===== config.mk =====
export PLATFORM = sky130hd
export DESIGN_NAME = money_collect
export DESIGN_NICKNAME = d
export VERILOG_FILES = /design/src/rtl/money_collect.sv
export SDC_FILE = /design/constraint.sdc
export NUM_CORES = 1
export LEC_CHECK = 0
export BUFFER_PORTS_ARGS = -buffer_cell sky130_fd_sc_hd__clkbuf_2
export CAP_MARGIN = 30
export CORE_MARGIN = 5
export CORE_UTILIZATION = 56
export DETAILED_ROUTE_END_ITERATION = 10
export PLACE_DENSITY = 0.84
export SYNTH_ARGS = -nofsm -noshare
export SYNTH_HDL_FRONTEND = slang
export SYNTH_SLANG_ARGS = --single-unit

===== constraint.sdc =====
create_clock -name clock -period 4.5 [get_ports clock]
set_clock_uncertainty 0.2 [all_clocks]
set_input_delay 0.45 -clock clock [delete_from_list [all_inputs] [get_ports clock]]
set_output_delay 0.45 -clock clock [all_outputs]
set_load 0.1 [all_outputs]

===== src/rtl/money_collect.sv =====
// Vending-machine payment collector: accumulates coin credit, vends once the
// selected item's price is covered, and hands the change amount downstream.
module money_collect #(
    parameter logic [7:0] PRICE0 = 8'd65,
    parameter logic [7:0] PRICE1 = 8'd100,
    parameter logic [7:0] PRICE2 = 8'd135,
    parameter logic [7:0] PRICE3 = 8'd150
) (
    input  logic       clock,
    input  logic       reset_n,
    input  logic [3:0] coin_in,
    input  logic [1:0] item_sel,
    input  logic       select_valid,
    input  logic       cancel,
    input  logic       done_changing,
    output logic       done_money_in,
    output logic [7:0] change_back,
    output logic       dispense,
    output logic [1:0] item_out,
    output logic [7:0] total,
    output logic       coin_reject
);

    typedef enum logic [1:0] {
        IDLE  = 2'd0,
        ARMED = 2'd1,
        PAY   = 2'd2,
        CLEAR = 2'd3
    } state_t;

    state_t     state_q, state_d;
    logic [7:0] total_q, total_d;
    logic [7:0] change_q, change_d;
    logic [1:0] item_q, item_d;
    logic       done_q, done_d;
    logic       disp_q, disp_d;
    logic       rej_q, rej_d;

    logic [7:0] coin_val_s;
    logic [7:0] price_s;
    logic [8:0] sum_s;
    logic       coin_any_s;
    logic       coin_ok_s;
    logic [7:0] credit_s;

    // Multi-bit coin patterns map to zero so they are never credited.
    function automatic logic [7:0] coin_value(input logic [3:0] c);
        logic [7:0] v;
        case (c)
            4'b1000: v = 8'd50;
            4'b0100: v = 8'd25;
            4'b0010: v = 8'd10;
            4'b0001: v = 8'd5;
            default: v = 8'd0;
        endcase
        return v;
    endfunction

    function automatic logic [7:0] price_of(input logic [1:0] idx);
        logic [7:0] p;
        case (idx)
            2'd0:    p = PRICE0;
            2'd1:    p = PRICE1;
            2'd2:    p = PRICE2;
            2'd3:    p = PRICE3;
            default: p = PRICE0;
        endcase
        return p;
    endfunction

    // Coin decode and the credit that would result from accepting it.
    always_comb begin
        coin_val_s = coin_value(coin_in);
        coin_any_s = |coin_in;
        price_s    = price_of(item_q);
        sum_s      = {1'b0, total_q} + {1'b0, coin_val_s};
        coin_ok_s  = (coin_val_s != 8'd0) && !sum_s[8];
        if (coin_ok_s) begin
            credit_s = sum_s[7:0];
        end else begin
            credit_s = total_q;
        end
    end

    // Next-state and next-output computation.
    always_comb begin
        state_d  = state_q;
        total_d  = total_q;
        change_d = change_q;
        item_d   = item_q;
        disp_d   = 1'b0;
        rej_d    = 1'b0;
        case (state_q)
            IDLE, ARMED: begin
                // The vend edge uses the registered credit; a coin landing on
                // that same edge is refused so it cannot vanish from the change.
                if ((state_q == ARMED) && (total_q >= price_s)) begin
                    state_d  = PAY;
                    change_d = total_q - price_s;
                    disp_d   = 1'b1;
                    rej_d    = coin_any_s;
                end else begin
                    total_d = credit_s;
                    rej_d   = coin_any_s && !coin_ok_s;
                    if (cancel) begin
                        if (credit_s != 8'd0) begin
                            state_d  = PAY;
                            change_d = credit_s;
                        end else begin
                            state_d = IDLE;
                            item_d  = 2'd0;
                        end
                    end else if (select_valid) begin
                        item_d  = item_sel;
                        state_d = ARMED;
                    end else begin
                        state_d = state_q;
                    end
                end
            end
            PAY: begin
                rej_d = coin_any_s;
                if (done_changing == 1'b1) begin
                    state_d  = CLEAR;
                    total_d  = 8'd0;
                    change_d = 8'd0;
                    item_d   = 2'd0;
                end else begin
                    state_d = PAY;
                end
            end
            CLEAR: begin
                rej_d   = coin_any_s;
                state_d = IDLE;
            end
            default: begin
                state_d  = IDLE;
                total_d  = 8'd0;
                change_d = 8'd0;
                item_d   = 2'd0;
            end
        endcase
        done_d = (state_d == PAY);
    end

    // State and registered outputs.
    always_ff @(posedge clock or negedge reset_n) begin
        if (!reset_n) begin
            state_q  <= IDLE;
            total_q  <= 8'd0;
            change_q <= 8'd0;
            item_q   <= 2'd0;
            done_q   <= 1'b0;
            disp_q   <= 1'b0;
            rej_q    <= 1'b0;
        end else begin
            state_q  <= state_d;
            total_q  <= total_d;
            change_q <= change_d;
            item_q   <= item_d;
            done_q   <= done_d;
            disp_q   <= disp_d;
            rej_q    <= rej_d;
        end
    end

    assign done_money_in = done_q;
    assign change_back   = change_q;
    assign dispense      = disp_q;
    assign item_out      = item_q;
    assign total         = total_q;
    assign coin_reject   = rej_q;

endmodule


Yosys cells after proc, flatten, opt, wreduce, memory -nomap -nowiden
Cells that the tools add are included.
{"block": "word_totals", "ff_bits": 23, "inputBits": 11, "output_inout_bits": 21, "word_cells": 69}
{"block": "op_classes", "addsub": 2, "order_cmp": 1, "n_eq_ne": 17, "n_mux": 26, "reduce_logical": 16}
{"operator": "8-bit two-way mux", "count": 6}
{"operator": "8-bit case mux with 2 select lines", "count": 2}
{"operator": "8-bit case mux with 4 select lines", "count": 1}
{"operator": "6-bit case mux with 4 select lines", "count": 1}
{"operator": "2-bit two-way mux", "count": 9}
{"operator": "8-bit nonzero test", "count": 2}
{"operator": "3-bit != test, second input constant", "count": 4}
{"operator": "2-bit == test, second input constant", "count": 5}
{"operator": "8-bit by 8-bit adder with 9-bit output", "count": 1}
{"operator": "8-bit greater-or-equal comparator", "count": 1}
{"operator": "8-bit subtractor", "count": 1}
{"operator": "2-bit case mux with 3 select lines", "count": 1}
{"operator": "5-bit AND reduction", "count": 1}
{"operator": "2-bit by 1-bit == test with 1-bit output, second input constant", "count": 2}
{"operator": "4-bit by 1-bit == test with 1-bit output, second input constant", "count": 1}
{"operator": "4-bit by 2-bit == test with 1-bit output, second input constant", "count": 1}
{"operator": "4-bit by 3-bit == test with 1-bit output, second input constant", "count": 1}
{"operator": "4-bit == test, second input constant", "count": 1}
{"operator": "2-bit zero test", "count": 2}
{"operator": "1-bit two-way mux", "count": 4}
{"operator": "2-bit != test, second input constant", "count": 2}
{"operator": "2-bit case mux with 2 select lines", "count": 1}
{"operator": "4-bit AND reduction", "count": 1}
{"operator": "2-bit OR reduction", "count": 2}
{"operator": "other kinds (6)", "count": 9}

Longest topological paths before layout
{"block": "depth", "word_depth": 12, "ltp_mapped": 16, "mapped_depth_nobuf": 13}

Worst setup path after synthesis
No wires, ideal clock.
{"block": "synth_timing", "kind": "register -> register", "from": "reg total_q[1] (netlist: total[1])", "to": "reg change_q[5] (netlist: change_back[5])", "setup_time_ns": 0.125, "arrival_time_ns": 3.628, "required_ns": 4.175, "setup_slack_ns": 0.547, "stages_incl_launch_ff": 12, "n_path_buf": 1, "synth_period_minus_slack_ns": 3.953, "path_cell_list": "dfrtp_1 -> inv_1 -> fa_1 -> nor2b_4 -> o22ai_1 -> xnor2_1 -> or3_1 -> o31a_1 -> o32ai_4 -> and2_1 -> buf_6 -> mux2_4"}
{"block": "synth_via", "elab_chain_len": 8, "elab_cells_between_ends": 15, "classes_between": "2 x add/sub; 1 x order compare; 2 x eq/ne; 5 x mux; 5 x reduce/logical"}
{"item": "from (decl)", "line": "32", "source": "logic [7:0] total_q, total_d;"}
{"item": "from (signal assigned)", "line": "158", "source": "total_q <= total_d;"}
{"item": "8-bit by 8-bit adder with 9-bit output", "line": "76", "source": "sum_s = {1'b0, total_q} + {1'b0, coin_val_s};"}
{"item": "1-bit zero test", "line": "77", "source": "coin_ok_s = (coin_val_s != 8'd0) && !sum_s[8];"}
{"item": "1-bit logical AND", "line": "77"}
{"item": "8-bit two-way mux", "line": "78", "source": "if (coin_ok_s) begin"}
{"item": "8-bit two-way mux", "line": "106", "source": "if (credit_s != 8'd0) begin"}
{"item": "8-bit two-way mux", "line": "105", "source": "if (cancel) begin"}
{"item": "8-bit two-way mux", "line": "97", "source": "if ((state_q == ARMED) && (total_q >= price_s)) begin"}
{"item": "8-bit case mux with 2 select lines", "line": "93", "source": "case (state_q)"}
{"item": "to (signal assigned)", "line": "159", "source": "change_q <= change_d;"}
{"item": "to (decl)", "line": "33", "source": "logic [7:0] change_q, change_d;"}
Several ways; a longest one is shown, not always the timed one. The select of a mux whose other input is x is not followed.
A chain may end at the register's enable or synchronous reset.

Final worst setup path
{"block": "layout_timing", "from": "in coin_in[3]", "to": "reg change_q[5] (netlist: change_back[5])"}
{"block": "layout_via", "elab_chain_len": 10, "elab_cells_between_ends": 17, "classes_between": "1 x add/sub; 5 x eq/ne; 6 x mux; 5 x reduce/logical"}
{"item": "from (decl)", "line": "11", "source": "input logic [3:0] coin_in,"}
{"item": "4-bit by 1-bit == test with 1-bit output (tied with other cells)", "line": "49", "source": "case (c)"}
{"item": "6-bit case mux with 4 select lines *", "line": "49"}
{"item": "8-bit by 8-bit adder with 9-bit output", "line": "76"}
{"item": "1-bit zero test", "line": "77"}
{"item": "1-bit logical AND", "line": "77"}
{"item": "8-bit two-way mux *", "line": "78"}
{"item": "8-bit two-way mux", "line": "106"}
{"item": "8-bit two-way mux", "line": "105"}
{"item": "8-bit two-way mux", "line": "97"}
{"item": "8-bit case mux with 2 select lines", "line": "93"}
Every way passes the cells marked *; elsewhere a longest branch is shown, timed or not. The select of a mux whose other input is x is not followed.

==> qor.csv <==
stage,metric,value,unit
routing,First-pass DRT Iterations,4,
routing,number of design rule violations left after detail routing,0,
placed_design,Placement Cell Area,2050,sq um
timing,fmax,264,MHz
finish,most frequent standard cell in the layout excluding fill and tap cells,sky130_fd_sc_hd__clkbuf_2,
worst_hold_path,worst min-delay path startpoint,cancel,
clock_network,Worst-Skew Late Latency,0.31,ns
placed_design,global placement routability congestion,0.930,
clock_network,maximum number of buffers from clock root to sink,2,
power,static power due to leakage,1.05,nW
finish,most frequent cells in the layout,"sky130_fd_sc_hd__clkbuf_2, sky130_fd_sc_hd__dfrtp_1, sky130_fd_sc_hd__nand2_1",
setup_path,kind of start point of the critical path,primary input,
clock_network,number of H-tree branching levels,1,
yosys,Compound-Gate Fraction of Synth Area,0.251,
yosys,"share of synthesized cell area in full adder, half adder and majority cells",0.106,
setup_path,launching point of the worst reg2reg path,total[0]$_DFFE_PN0P_,
finish,post-layout instance count excluding filler cells,289,
finish,synth-to-layout area growth,8.97,%
clock_network,# Post-CTS Setup Buffers,0,
yosys,main flop type after synthesis,sky130_fd_sc_hd__dfrtp_1,
clock_network,clock tree root driver cell,sky130_fd_sc_hd__clkbuf_4,
yosys,netlist area before placement,1910,sq um
floorplan,Placement Rows,21,
yosys,simple-gate share of the synthesized area,0.174,
clock_network,clock transition at the registers of the reported paths,0.12,ns
yosys,xor/xnor share of the synthesized area,0.0596,
timing,Final Setup Violations,0,
timing,Final Hold Violating Endpoints,0,
floorplan,initial cell density of the core,0.577,
routing,drt first-iter violations,108,
timing,RSZ-0062 raised after global routing,no,
timing,Total Neg Setup Slack,0,ns
grt,number of antenna violations at the first check in global routing,0,
finish,area taken by flip-flops and latches,576,sq um
finish,final instance area,2080,sq um
routing,Routed Antenna Nets,0,
yosys,fraction of synthesized cell area taken by the top area cell type,0.301,
placed_design,number of cells in the design after placement,284,
clock_network,number of clock sinks seen by CTS,23,
timing,share of the cycle needed by the critical path after routing,0.841,
worst_hold_path,worst min-delay path endpoint,state_q[0]$_DFF_PN0_,
floorplan,Core Box Area,3310,sq um
yosys,dominant combinational cell family by area after synthesis,compound AO/OA/AOI/OAI gates,
yosys,Gate Count Post-Synth,216,
setup_path,logic depth of the worst register-to-register path,11,
yosys,number of distinct library cell variants in the gate-level netlist after synthesis,55,
setup_path,crit path DAT,3.80,ns
finish,layout cell share with drive strength beyond 1,0.189,
yosys,cell taking the most area after synthesis,sky130_fd_sc_hd__dfrtp_1,
yosys,mean post-synth cell area,8.85,sq um
yosys,proportion of synthesized area in mux cells,0.0413,
timing,fin crit period,3.78,ns
timing,Worst-Margin Slew,0.946,ns
worst_hold_path,type of the most critical hold path,primary input to flop,
run_status,run status,finished clean,
grt,global route overflow,0,
grt,pin count of the biggest net entering global routing,24,
routing,total length of routed wires,4340,microns
placed_design,placed wire-length estimate,3410,microns
clock_network,clock tree from TritonCTS,yes,
floorplan,horizontal extent of the die,68.4,microns
routing,Via-to-Cell Ratio,5.74,
yosys,number of storage elements in the synthesis netlist,23,
timing,Slew HR,0.369,
timing,pins over their slew limit,0,
finish,number of inserted filler cells in the final layout,323,
yosys,"EDFF count, synth",0,
yosys,sequential fraction of the synthesis area,0.301,
finish,Final nets,270,
power,Peak VDD IR,0.000477,V
job,max capacitance violation total,0,
yosys,async set-reset flop share out of synthesis,1.00,
grt,global-route wire length before repair,7250,microns
routing,Routed wire per std cell,15.0,microns
power,power per standard cell area,722,nW/um^2
clock_network,Resized Gates After CTS,0,
setup_path,Reg2Reg Capture Point,change_back[5]$_DFFE_PN0P_,
yosys,synthesized net count,242,
floorplan,I/O pins,32,
setup_path,WS Path Type,primary input to flop,
clock_network,number of buffers inserted during clock tree synthesis,3,
yosys,Synthesis Warnings,0,
setup_path,CP Max Fanout,8,
setup_path,FF-to-FF setup slack,0.88,ns
grt,number of global-route vias before repair,1578,
floorplan,Die Ht,68.4,microns
worst_hold_path,Hold Path Depth,2,
finish,Antenna Diode Count,0,
grt,overall routing resource usage,0.205,
routing,DR vias,1660,
power,total power consumption of the routed design,0.00150,W
placed_design,Port Buffers,31,
finish,multi-input logic area,1210,sq um
setup_path,CP endpoint kind,flop,
yosys,main area contributors after synthesis,"sky130_fd_sc_hd__dfrtp_1, sky130_fd_sc_hd__ha_1, sky130_fd_sc_hd__a21oi_1, sky130_fd_sc_hd__nand2_1, sky130_fd_sc_hd__xnor2_1",
setup_path,CP Data Required Time,4.51,ns
floorplan,overall die area,4680,sq um
## layer usage
metal	wire length, microns	vias to the layer above	GRT usage
li1	-	837	-
met1	2050	782	0.283
met2	2070	34	0.328
met3	142	7	0.0197
met4	89	0	0.0794
met5	0	-	0
## cell usage after synthesis, drive strengths merged, types with 2 or more instances
cell / count
mux2i: 3
and2: 3
buf: 5
mux2: 4
nor2b: 3
dfrtp: 23
a21o: 8
xnor2: 8
o21ai: 13
a31oi: 2
o31ai: 5
or2: 3
nand2: 22
clkbuf: 4
a211oi: 4
nor3: 9
a22o: 2
o2bb2ai: 3
inv: 13
fa: 2
a21oi: 18
ha: 13
o211a: 2
nand3: 4
o22ai: 2
or3: 2
nor2: 15
xor2: 5
## critical path: stages
cell,delay (ns)
sky130_fd_sc_hd__clkbuf_2,0.16
sky130_fd_sc_hd__nor4b_1,0.42
sky130_fd_sc_hd__ha_1,0.35
sky130_fd_sc_hd__nor2b_4,0.15
sky130_fd_sc_hd__o2111ai_1,0.34
sky130_fd_sc_hd__a21oi_2,0.15
sky130_fd_sc_hd__or2_1,0.32
sky130_fd_sc_hd__o31a_1,0.36
sky130_fd_sc_hd__o32ai_4,0.40
sky130_fd_sc_hd__and2_1,0.37
sky130_fd_sc_hd__mux2_4,0.33
## what timing repair did
action                     CTS  global route
hold buffers                 1             0
setup endpoints to repair    0             0
hold endpoints to repair    23             0
## where the power goes
group | leakage, nW | switching, W | internal, W
sequential | 0.306 | 0.0000716 | 0.000266
clock | 0.0150 | 0.0000612 | 0.0000347
combinational | 0.732 | 0.000760 | 0.000308
total | 1.05 | 0.000893 | 0.000609
## final cells by class
type                            count  area share
Inverter                           13      0.0234
Timing Repair Buffer               32      0.0793
Clock buffer                        4      0.0126
Multi-Input combinational cell    171       0.581
Tap cell                           46      0.0276
Sequential cell                    23       0.276
## metrics by stage
stage | worst slack (ns) | utilization | hold WS [ns]
after floorplan | 0.547 | - | -0.0456
after global placement | 0.521 | 0.618 | 0.265
after detailed placement | 0.395 | 0.618 | 0.265
after CTS | 0.729 | 0.629 | 0.135
after global routing | 0.520 | 0.629 | 0.144
final | 0.715 | 0.629 | 0.151
## flip-flops by register name (all words and copies together) (netlist names)
register,flops
state_q,2
coin_reject,1
change_back,8
dispense,1
item_out,2
done_money_in,1
total,8
## how the worst max path moves through the flow
stage | slack, ns | to | startpoint | cells after the start
after floorplan | 0.55 | change_back[5]$_DFFE_PN0P_ | total[1]$_DFFE_PN0P_ | 11
after global placement | 0.52 | change_back[5]$_DFFE_PN0P_ | coin_in[2] | 11
after detailed placement | 0.39 | change_back[5]$_DFFE_PN0P_ | coin_in[3] | 11
after CTS | 0.73 | change_back[5]$_DFFE_PN0P_ | coin_in[3] | 11
after global routing | 0.52 | change_back[5]$_DFFE_PN0P_ | coin_in[3] | 11
final | 0.72 | change_back[5]$_DFFE_PN0P_ | coin_in[3] | 11
## cells by family after synthesis
logic type	Yosys count
muxes	7
buffers and inverters	22
and+or+nand+nor	67
AOI/OAI and AO/OA	69
adders and majority gates	15
DFF	23
xor gates and xnor gates	13
No activity file was read; power rests on OpenSTA's default activity.
